### config.mk
export PLATFORM = sky130hd
export DESIGN_NAME = seq_mult_shift_add_flat
export DESIGN_NICKNAME = d
export VERILOG_FILES = /design/src/rtl/seq_mult_pkg.sv /design/src/rtl/seq_mult_shift_add_if.sv /design/src/rtl/pp_gen_nbit.sv /design/src/rtl/seq_mult_shift_add.sv /design/src/flat_wrapper.sv
export SDC_FILE = /design/constraint.sdc
export NUM_CORES = 1
export LEC_CHECK = 0
export CORE_AREA = 2 2 48 59
export DETAILED_ROUTE_END_ITERATION = 8
export DIE_AREA = 0 0 50 61
export PLACE_DENSITY_LB_ADDON = 0.08
export SLEW_MARGIN = 20
export SYNTH_ARGS = -nofsm -noshare
export SYNTH_HDL_FRONTEND = slang
export SYNTH_SLANG_ARGS = --single-unit
### constraint.sdc
create_clock -name clk -period 1.9 [get_ports clk]
set_input_delay 0.19 -clock clk [delete_from_list [all_inputs] [get_ports clk]]
set_output_delay 0.19 -clock clk [all_outputs]
set_load 0.02 [all_outputs]
### src/rtl/seq_mult_pkg.sv
// Shared definitions for the sequential shift-add multiplier: FSM state
// encoding and a constant-foldable ceil(log2) helper for counter sizing.
package seq_mult_pkg;

    localparam logic [1:0] ST_IDLE = 2'd0;
    localparam logic [1:0] ST_RUN  = 2'd1;
    localparam logic [1:0] ST_DONE = 2'd2;

    typedef enum logic [1:0] {
        S_IDLE = ST_IDLE,
        S_RUN  = ST_RUN,
        S_DONE = ST_DONE
    } state_t;

    function automatic int clog2(input int value);
        int r;
        int v;
        r = 0;
        v = value - 1;
        while (v > 0) begin
            r++;
            v = v >> 1;
        end
        return r;
    endfunction

endpackage

### src/rtl/seq_mult_shift_add_if.sv
// Start/ready/done handshake and operand/product bus of the sequential multiplier.
interface seq_mult_shift_add_if #(
    parameter int WIDTH = 4
);
    logic                 start;
    logic [WIDTH-1:0]     m;
    logic [WIDTH-1:0]     q;
    logic                 ready;
    logic                 done;
    logic [2*WIDTH-1:0]   product;

    modport master (
        output start, m, q,
        input  ready, done, product
    );

    modport slave (
        input  start, m, q,
        output ready, done, product
    );
endinterface

### src/rtl/pp_gen_nbit.sv
// Generalised partial-product cell: the multiplicand gated by a single multiplier bit.
module pp_gen_nbit #(
    parameter int WIDTH = 4
) (
    input  logic [WIDTH-1:0] i_mcand,
    input  logic             i_qbit,
    output logic [WIDTH-1:0] o_pp
);
    assign o_pp = i_mcand & {WIDTH{i_qbit}};
endmodule

### src/rtl/seq_mult_shift_add.sv
// Sequential shift-add unsigned multiplier, one partial product per clock.
// Define SEQ_MULT_EARLY_EXIT_EN to finish as soon as the remaining multiplier bits are zero.
module seq_mult_shift_add
    import seq_mult_pkg::*;
#(
    parameter int WIDTH = 4
) (
    input  logic              clk,
    input  logic              rst,
    seq_mult_shift_add_if.slave bus
);
    localparam int             CW   = clog2(WIDTH);
    localparam logic [CW-1:0]  LAST = CW'(WIDTH - 1);

    state_t               r_state;
    logic [WIDTH-1:0]     r_mcand;
    logic [WIDTH-1:0]     r_mplier;
    logic [2*WIDTH-1:0]   r_acc;
    logic [CW-1:0]        r_count;
    logic                 r_ready;
    logic                 r_done;
    logic [2*WIDTH-1:0]   r_product;

    logic [WIDTH-1:0]     w_pp;
    logic [WIDTH:0]       w_sum;
    logic [2*WIDTH-1:0]   w_acc_next;
    logic [WIDTH-1:0]     w_mplier_next;
    logic                 w_exit;
    logic [2*WIDTH-1:0]   w_result;

    pp_gen_nbit #(.WIDTH(WIDTH)) u_pp_gen (
        .i_mcand (r_mcand),
        .i_qbit  (r_mplier[0]),
        .o_pp    (w_pp)
    );

    // Carry out of the upper half is kept and becomes the new MSB after the shift.
    assign w_sum         = {1'b0, r_acc[2*WIDTH-1:WIDTH]} + {1'b0, w_pp};
    assign w_acc_next    = {w_sum, r_acc[WIDTH-1:1]};
    assign w_mplier_next = r_mplier >> 1;

`ifdef SEQ_MULT_EARLY_EXIT_EN
    // Stopping early leaves acc short of its final shifts; realign by the iterations skipped.
    assign w_exit   = (r_count == LAST) || (w_mplier_next == '0);
    assign w_result = w_acc_next >> (LAST - r_count);
`else
    assign w_exit   = (r_count == LAST);
    assign w_result = w_acc_next;
`endif

    // NOTE: state is updated only with non-blocking assignments so every branch reads pre-edge values.
    always_ff @(posedge clk) begin
        if (rst) begin
            r_state   <= S_IDLE;
            r_mcand   <= '0;
            r_mplier  <= '0;
            r_acc     <= '0;
            r_count   <= '0;
            r_ready   <= 1'b1;
            r_done    <= 1'b0;
            r_product <= '0;
        end else begin
            case (r_state)
                S_IDLE: begin
                    r_done <= 1'b0;
                    if (bus.start) begin
                        r_mcand  <= bus.m;
                        r_mplier <= bus.q;
                        r_acc    <= '0;
                        r_count  <= '0;
                        r_ready  <= 1'b0;
                        r_state  <= S_RUN;
                    end
                end
                S_RUN: begin
                    r_acc    <= w_acc_next;
                    r_mplier <= w_mplier_next;
                    r_count  <= r_count + CW'(1);
                    if (w_exit) begin
                        r_product <= w_result;
                        r_done    <= 1'b1;
                        r_state   <= S_DONE;
                    end
                end
                S_DONE: begin
                    r_done  <= 1'b0;
                    r_ready <= 1'b1;
                    r_state <= S_IDLE;
                end
                default: begin
                    r_done  <= 1'b0;
                    r_ready <= 1'b1;
                    r_state <= S_IDLE;
                end
            endcase
        end
    end

    assign bus.ready   = r_ready;
    assign bus.done    = r_done;
    assign bus.product = r_product;

endmodule

### src/flat_wrapper.sv
// flat-port wrapper written by rule: the top's interface ports become plain ports
module seq_mult_shift_add_flat import seq_mult_pkg::*;
#(
    parameter int WIDTH = 4
)
  (clk, rst, bus_start, bus_m, bus_q, bus_ready, bus_done, bus_product);
  seq_mult_shift_add_if #(.WIDTH(WIDTH)) bus_i ();
  input  logic clk;
  input  logic rst;
  input wire logic [$bits(bus_i.start)-1:0] bus_start;
  input wire logic [$bits(bus_i.m)-1:0] bus_m;
  input wire logic [$bits(bus_i.q)-1:0] bus_q;
  output wire logic [$bits(bus_i.ready)-1:0] bus_ready;
  output wire logic [$bits(bus_i.done)-1:0] bus_done;
  output wire logic [$bits(bus_i.product)-1:0] bus_product;
  assign bus_i.start = bus_start;
  assign bus_i.m = bus_m;
  assign bus_i.q = bus_q;
  assign bus_ready = bus_i.ready;
  assign bus_done = bus_i.done;
  assign bus_product = bus_i.product;
  seq_mult_shift_add #(.WIDTH(WIDTH)) u_core (.clk(clk), .rst(rst), .bus(bus_i));
endmodule
# [Word-level counts from Yosys, hierarchy flattened]
# Cells that the tools add are included.
[word_totals] ram_bits=0 mem_count=0 output_inout_bits=10 elab_cells=35 rom_bits=0 ff_bits=30 latch_bits=0
[classes] n_mux=11 n_reduce_logical=8 n_mul=0 n_div=0 bitwise=2 order_cmp=0 n_addsub=2 eq_ne=4 n_shift=0
[op_table] op="case mux 8 bit (2 select lines)" count=1
[op_table] op="AND reduction 2 bit" count=5
[op_table] op="two-way mux 8 bit" count=1
[op_table] op="case mux 2 bit (2 select lines)" count=2
[op_table] op="case mux 4 bit (2 select lines)" count=1
[op_table] op="two-way mux 2 bit" count=3
[op_table] op="adder 4 x 4 -> 5 bit" count=1
[op_table] op="bitwise AND 4 bit" count=1
[op_table] op="two-way mux 4 bit" count=1
[op_table] op="adder 2 x 1 -> 2 bit (second input constant)" count=1
[op_table] op="== test 2 x 1 -> 1 bit (second input constant)" count=1
[op_table] op="== test 2 bit (second input constant)" count=1
[op_table] op="zero test 2 bit" count=1
[op_table] op="inequality test 2 x 1 -> 1 bit (second input constant)" count=1
[op_table] op="inequality test 2 bit (second input constant)" count=1
[op_table] op="case mux 1 bit (2 select lines)" count=1
[op_table] op="nonzero test 2 bit" count=1
[op_table] op="OR reduction 2 bit" count=1
[op_table] op="two-way mux 1 bit" count=1
[op_table] op="inverter 1 bit" count=1

# [Logic depth before layout (Yosys ltp)]
[depth] word_depth=3 depth_mapped=8

# [Hierarchy]
# A second synthesis with hierarchy kept.
[unflattened] cells_unflattened=134 hier_area_um2=1266.2
[modules_own_cells] module="seq_mult_shift_add" instances=1 cells_each=130 area_each_um2=1241.2 seq_area_each_um2=580.6
[modules_own_cells] module="pp_gen_nbit" instances=1 cells_each=4 area_each_um2=25.0 seq_area_each_um2=0.0

# [Worst setup path before layout]
# OpenSTA, ideal clock, no wires.
[synth_timing] path_type="reg2reg" startpoint="register u_core.r_mplier[0]" endpoint="register u_core.r_product[7] (netlist: u_core.bus.product[7])" slack_ps=325 setup_time_ps=78 period_less_slack_ps=1575 arrival_ps=1497 stages_incl_launch_ff=9 path_cell_list="dfxtp_1 -> and2_1 -> ha_1 -> inv_1 -> fa_1 -> nor2b_1 -> o21ai_0 -> nor3b_1 -> nor3_1"
[synth_via] elab_chain_cells=2
[synth_lines] item="start, declared" line_no="seq_mult_shift_add.sv:17" rtl="logic [WIDTH-1:0] r_mplier;"
[synth_lines] item="start signal, assigned" line_no="seq_mult_shift_add.sv:68" rtl="r_mplier <= bus.q;"
[synth_lines] item="start signal, assigned" line_no="seq_mult_shift_add.sv:77" rtl="r_mplier <= w_mplier_next;"
[synth_lines] item="bitwise AND 4 bit" line_no="pp_gen_nbit.sv:9" rtl="assign o_pp = i_mcand & {WIDTH{i_qbit}};"
[synth_lines] item="adder 4 x 4 -> 5 bit" line_no="seq_mult_shift_add.sv:38" rtl="assign w_sum = {1'b0, r_acc[2*WIDTH-1:WIDTH]} + {1'b0, w_pp};"
[synth_lines] item="end signal, assigned" line_no="seq_mult_shift_add.sv:80" rtl="r_product <= w_result;"
[synth_lines] item="end, declared" line_no="seq_mult_shift_add.sv:22" rtl="logic [2*WIDTH-1:0] r_product;"
# No other way between the ends.
# A chain may end at the register's enable or synchronous reset.

# [Final worst setup path]
# Ends and elaborated chain as after synthesis.

==> results.md <==
Cells and area:
- The layout-stage area growth over the synthesis result is 25.1%.
- For this run, the post-layout net count is 170.
- The repair_antennas step left the layout with diodes totalling 0.
- In the final layout, the share of cells above drive strength 1 is between 10% and 20%.
- The count of fill cells added during filler insertion is 231.

Setup path:
- Measured in cells, the most critical reg-to-reg path has a length of 8.
- The largest single stage delay on the critical path is approximately 400 ps.
- Traced cell by cell, the critical path runs through and2_1 -> ha_1 -> inv_1 -> fa_1 -> nor2b_1 -> o21ai_0 -> nor3b_1 -> nor3_1.
- The worst setup path startpoint is u_core.r_mplier[0]$_SDFFE_PP0P_.
- The worst setup path is captured at a flip-flop.
- The maximum fanout count along the critical path is 5.
- Data arrives at the worst endpoint at 1960 ps.
- At the worst endpoint, the required time is between 2000 and 2500 ps.
- The endpoint of the most critical setup path is u_core.bus.product[7]$_SDFFE_PP0P_.
- The highest-delay cell along the critical path is sky130_fd_sc_hd__fa_1.
- The endpoint identified for the worst register-to-register timing path is u_core.bus.product[7]$_SDFFE_PP0P_.
- The critical path is of the reg2reg type.
- STA classifies the critical path startpoint as a flip-flop.
- The origin of the critical flop-to-flop path is u_core.r_mplier[0]$_SDFFE_PP0P_.
- The worst register-to-register path has a setup slack of between 150 and 200 ps.

Clocking:
- The worst-case clock buffer depth is 2.
- In this run the post-CTS setup repair buffer count came out at 0.
- The TritonCTS buffer count is 5.
- The total number of H-tree levels is 2.
- Clock-pin slew was measured on the worst setup and hold paths at 80 ps.
- The number of hold buffers added after CTS was 0.
- At the later pin of the worst-skew pair, clock insertion delay measures 320 ps.
- The cell at the root of the clock tree is sky130_fd_sc_hd__clkbuf_4.
- Clock tree synthesis found a total of 29 sinks.
- The quantity of gates resized following cts is 0.
- TritonCTS built the clock tree.

Place:
- Summed over all nets, the half-perimeter wirelength after detailed placement is 1.71 mm.
- Routability-driven placement finished with a final weighted congestion of approximately 0.85.
- The quantity of I/O buffers inserted on ports is 20.

Timing:
- Subtracting the final worst setup slack from the clock period gives between 1500 and 2000 ps.
- The worst slew margin relative to its limit is between 70% and 80%.
- Based on the critical path, the design can be clocked at up to around 600 MHz.
- The share of the clock period used by the worst path is 89.8%.
- The worst-case clock skew is 7.61 ps.
- The slew at the pin with the worst max-slew slack is 390 ps.
- Setup violations remaining at the end of the flow were counted as 0.
- The number of max-slew violations in the final report is 0.
- The count of final hold-check violations was 0.
- Setup repair after global routing left no endpoint under its margin.
- The accumulated negative setup slack is 0 ps.

Logic synthesis:
- Ranked by total cell area, the synthesized netlist is headed by sky130_fd_sc_hd__dfxtp_1, sky130_fd_sc_hd__nand2_1, sky130_fd_sc_hd__ha_1, sky130_fd_sc_hd__a22o_1, sky130_fd_sc_hd__nor2_1.
- The cell area after synthesis is 1210 µm².
- After synthesis, the largest area contributor takes up between 40 and 50% of total cell area.
- The synthesized instance count is 127.
- Averaged over all synthesized cells, the footprint is 9.51 µm².
- After synthesis, the share of flip-flops with an asynchronous set or reset is 0%.
- The synthesized flop and latch total is 29.
- The most common cell in the synthesized netlist is sky130_fd_sc_hd__dfxtp_1.
- The number of enable flip-flop cells after synthesis is 0.
- After synthesis, flip-flops and latches occupy 48.1% of the total area.
- The number of synthesis warnings is 0.
- When the netlist entered floorplanning its net count stood at 144.
- sky130_fd_sc_hd__dfxtp_1 takes more of the synthesized area than any other cell.
- The synthesized netlist contains 32 unique library cells.
- After synthesis, the most frequently instantiated cells are sky130_fd_sc_hd__dfxtp_1, sky130_fd_sc_hd__nand2_1, sky130_fd_sc_hd__nor2_1.
- The leading register cell type out of synthesis is sky130_fd_sc_hd__dfxtp_1.

Global routing:
- Across every metal layer, demand over resource in global routing totals 18.3%.
- The number of antenna violations at the first check in global routing came to 0.
- The first global-routing pass estimated 3.95 mm of wire.
- The via count of the first global-routing pass is roughly 860.
- The global-route congestion overflow total is 0.
- The maximum number of pins on one net before global-route repair is 11.

Hold path:
- The worst min-delay path class is in2reg.

Floorplan:
- The area of the core is 2480 µm².
- 21 I/O pins were placed.
- For this configuration, the core starts out at a cell density of 48.7%.
- In this run the vertical extent of the chip is slightly above 60 µm.
- The die width is 50 µm.
- The die covers 3050 µm².
- The floorplan row count is 20.

Route:
- The detail route stage leaves a number of antenna-violating nets equal to 0.
- In this run, the number of DRC markers left after iteration 0 of detailed routing was 22.
- The total number of vias is approximately 970.
- In the final routed layout, each cell accounts on average for 12.8 µm.
- The number of vias per cell is roughly 5.2.
- Before antenna repair, the detailed router went through 4 iterations.
- The total detailed-routing wirelength is between 2 and 2.5 mm.
- The DRC violation count after routing is 0.

Pwr:
- The post-route total power is 1.12 mW.
- The static leakage is just over 0.6 nW.
- The power per cell area is 741 nW/µm².
- VDD sags by at most around 0.55 mV.

Status:
- The run finished with clean final reports.

Flow run:
- The tool flagged a number of max-cap violations equal to 0.
[stage by stage]
| step | util, % | cells | worst slack (ps) | hold WS [ps] | area, µm² |
|---|---|---|---|---|---|
| floorplan | - | 127 | 325 | 326 | 1210 |
| global placement | 58.7 | 179 | 267 | 442 | 1460 |
| detailed placement | 58.7 | 179 | 215 | 449 | 1460 |
| CTS | 61.0 | 186 | 201 | 414 | 1510 |
| global route | 61.0 | 186 | 79.0 | 417 | 1510 |
| finish | 61.0 | 186 | 194 | 421 | 1510 |
[worst min-delay path by stage]
stage	cells after the start	slack [ps]	from	end
floorplan	2	330	bus_q[3]	u_core.r_mplier[3]$_SDFFE_PP0P_
CTS	3	410	bus_q[3]	u_core.r_mplier[3]$_SDFFE_PP0P_
finish	3	420	bus_q[3]	u_core.r_mplier[3]$_SDFFE_PP0P_
detailed placement	2	450	u_core.r_acc[1]$_SDFFE_PP0P_	u_core.bus.product[0]$_SDFFE_PP0P_
global placement	2	440	u_core.r_acc[1]$_SDFFE_PP0P_	u_core.bus.product[0]$_SDFFE_PP0P_
global route	3	420	bus_q[3]	u_core.r_mplier[3]$_SDFFE_PP0P_
[worst max-delay path: cells and delay by family (launching register included)]
family                     cells  cell delay, ps
adders and majority gates      2             550
AOI/OAI and AO/OA              1              90
DFF                            1             370
and+or+nand+nor                4             570
buffers and inverters          1              50
[flip-flops by register name (all words and copies together) (netlist names)]
signal,flops
u_core.bus.done,1
u_core.bus.product,8
u_core.bus.ready,1
u_core.r_acc,7
u_core.r_count,2
u_core.r_mcand,4
u_core.r_mplier,4
u_core.r_state,2
[cell families (layout without fill, tap and decap cells)]
family                   count (synthesis)  count (layout)  synth area share (%)
AND/OR/NAND/NOR                         52              52                  22.6
adder cells (fa/ha/maj)                  6               6                  6.84
buffers and inverters                    8              34                  2.59
flip-flops                              29              29                  48.1
AO/OA/AOI/OAI                           26              26                  15.1
XOR/XNOR                                 2               2                  1.45
multiplexers                             4               4                  3.32
[power breakdown]
| part | internal [mW] | total, mW | switching [mW] |
|---|---|---|---|
| Combinational | 0.0551 | 0.113 | 0.0578 |
| Sequential | 0.627 | 0.640 | 0.0127 |
| Clock | 0.174 | 0.366 | 0.192 |
| Total | 0.857 | 1.12 | 0.262 |
[layout make-up]
cell class                      instances  area [µm²]  share of cell area, %
Clock buffer                            7        55.1                   3.65
Inverter                                4        15.0                  0.994
Multi-Input combinational cell         90         596                   39.4
Sequential cell                        29         581                   38.4
Tap cell                               33        41.3                   2.73
Timing Repair Buffer                   23         223                   14.7
[per-layer routing]
metal  part of all wire [%]  wire length (µm)  global-route usage, %
met1                     45              1070                   22.2
met2                     47              1120                   27.8
met3                    6.2               147                   8.37
met4                    1.3                31                   8.33
met5                      0                 0                      0
[cell usage in the layout (no fill, tap or decap), types with 2 or more instances in the layout]
| cell | netlist | final |
|---|---|---|
| sky130_fd_sc_hd__a211oi_1 | 2 | 2 |
| sky130_fd_sc_hd__a21o_1 | 2 | 2 |
| sky130_fd_sc_hd__a21oi_1 | 8 | 8 |
| sky130_fd_sc_hd__a22o_1 | 7 | 7 |
| sky130_fd_sc_hd__a311oi_1 | 3 | 3 |
| sky130_fd_sc_hd__and2_1 | 3 | 3 |
| sky130_fd_sc_hd__buf_4 | 0 | 3 |
| sky130_fd_sc_hd__clkbuf_4 | 0 | 5 |
| sky130_fd_sc_hd__clkdlybuf4s50_1 | 0 | 20 |
| sky130_fd_sc_hd__dfxtp_1 | 29 | 29 |
| sky130_fd_sc_hd__ha_1 | 5 | 5 |
| sky130_fd_sc_hd__inv_1 | 4 | 4 |
| sky130_fd_sc_hd__mux2i_1 | 4 | 4 |
| sky130_fd_sc_hd__nand2_1 | 18 | 18 |
| sky130_fd_sc_hd__nand2b_1 | 2 | 2 |
| sky130_fd_sc_hd__nor2_1 | 13 | 13 |
| sky130_fd_sc_hd__nor2_2 | 3 | 3 |
| sky130_fd_sc_hd__nor3_1 | 3 | 3 |
| sky130_fd_sc_hd__o21ai_0 | 2 | 2 |
| sky130_fd_sc_hd__xnor2_1 | 2 | 2 |
Power figures use the tool's default switching activity.
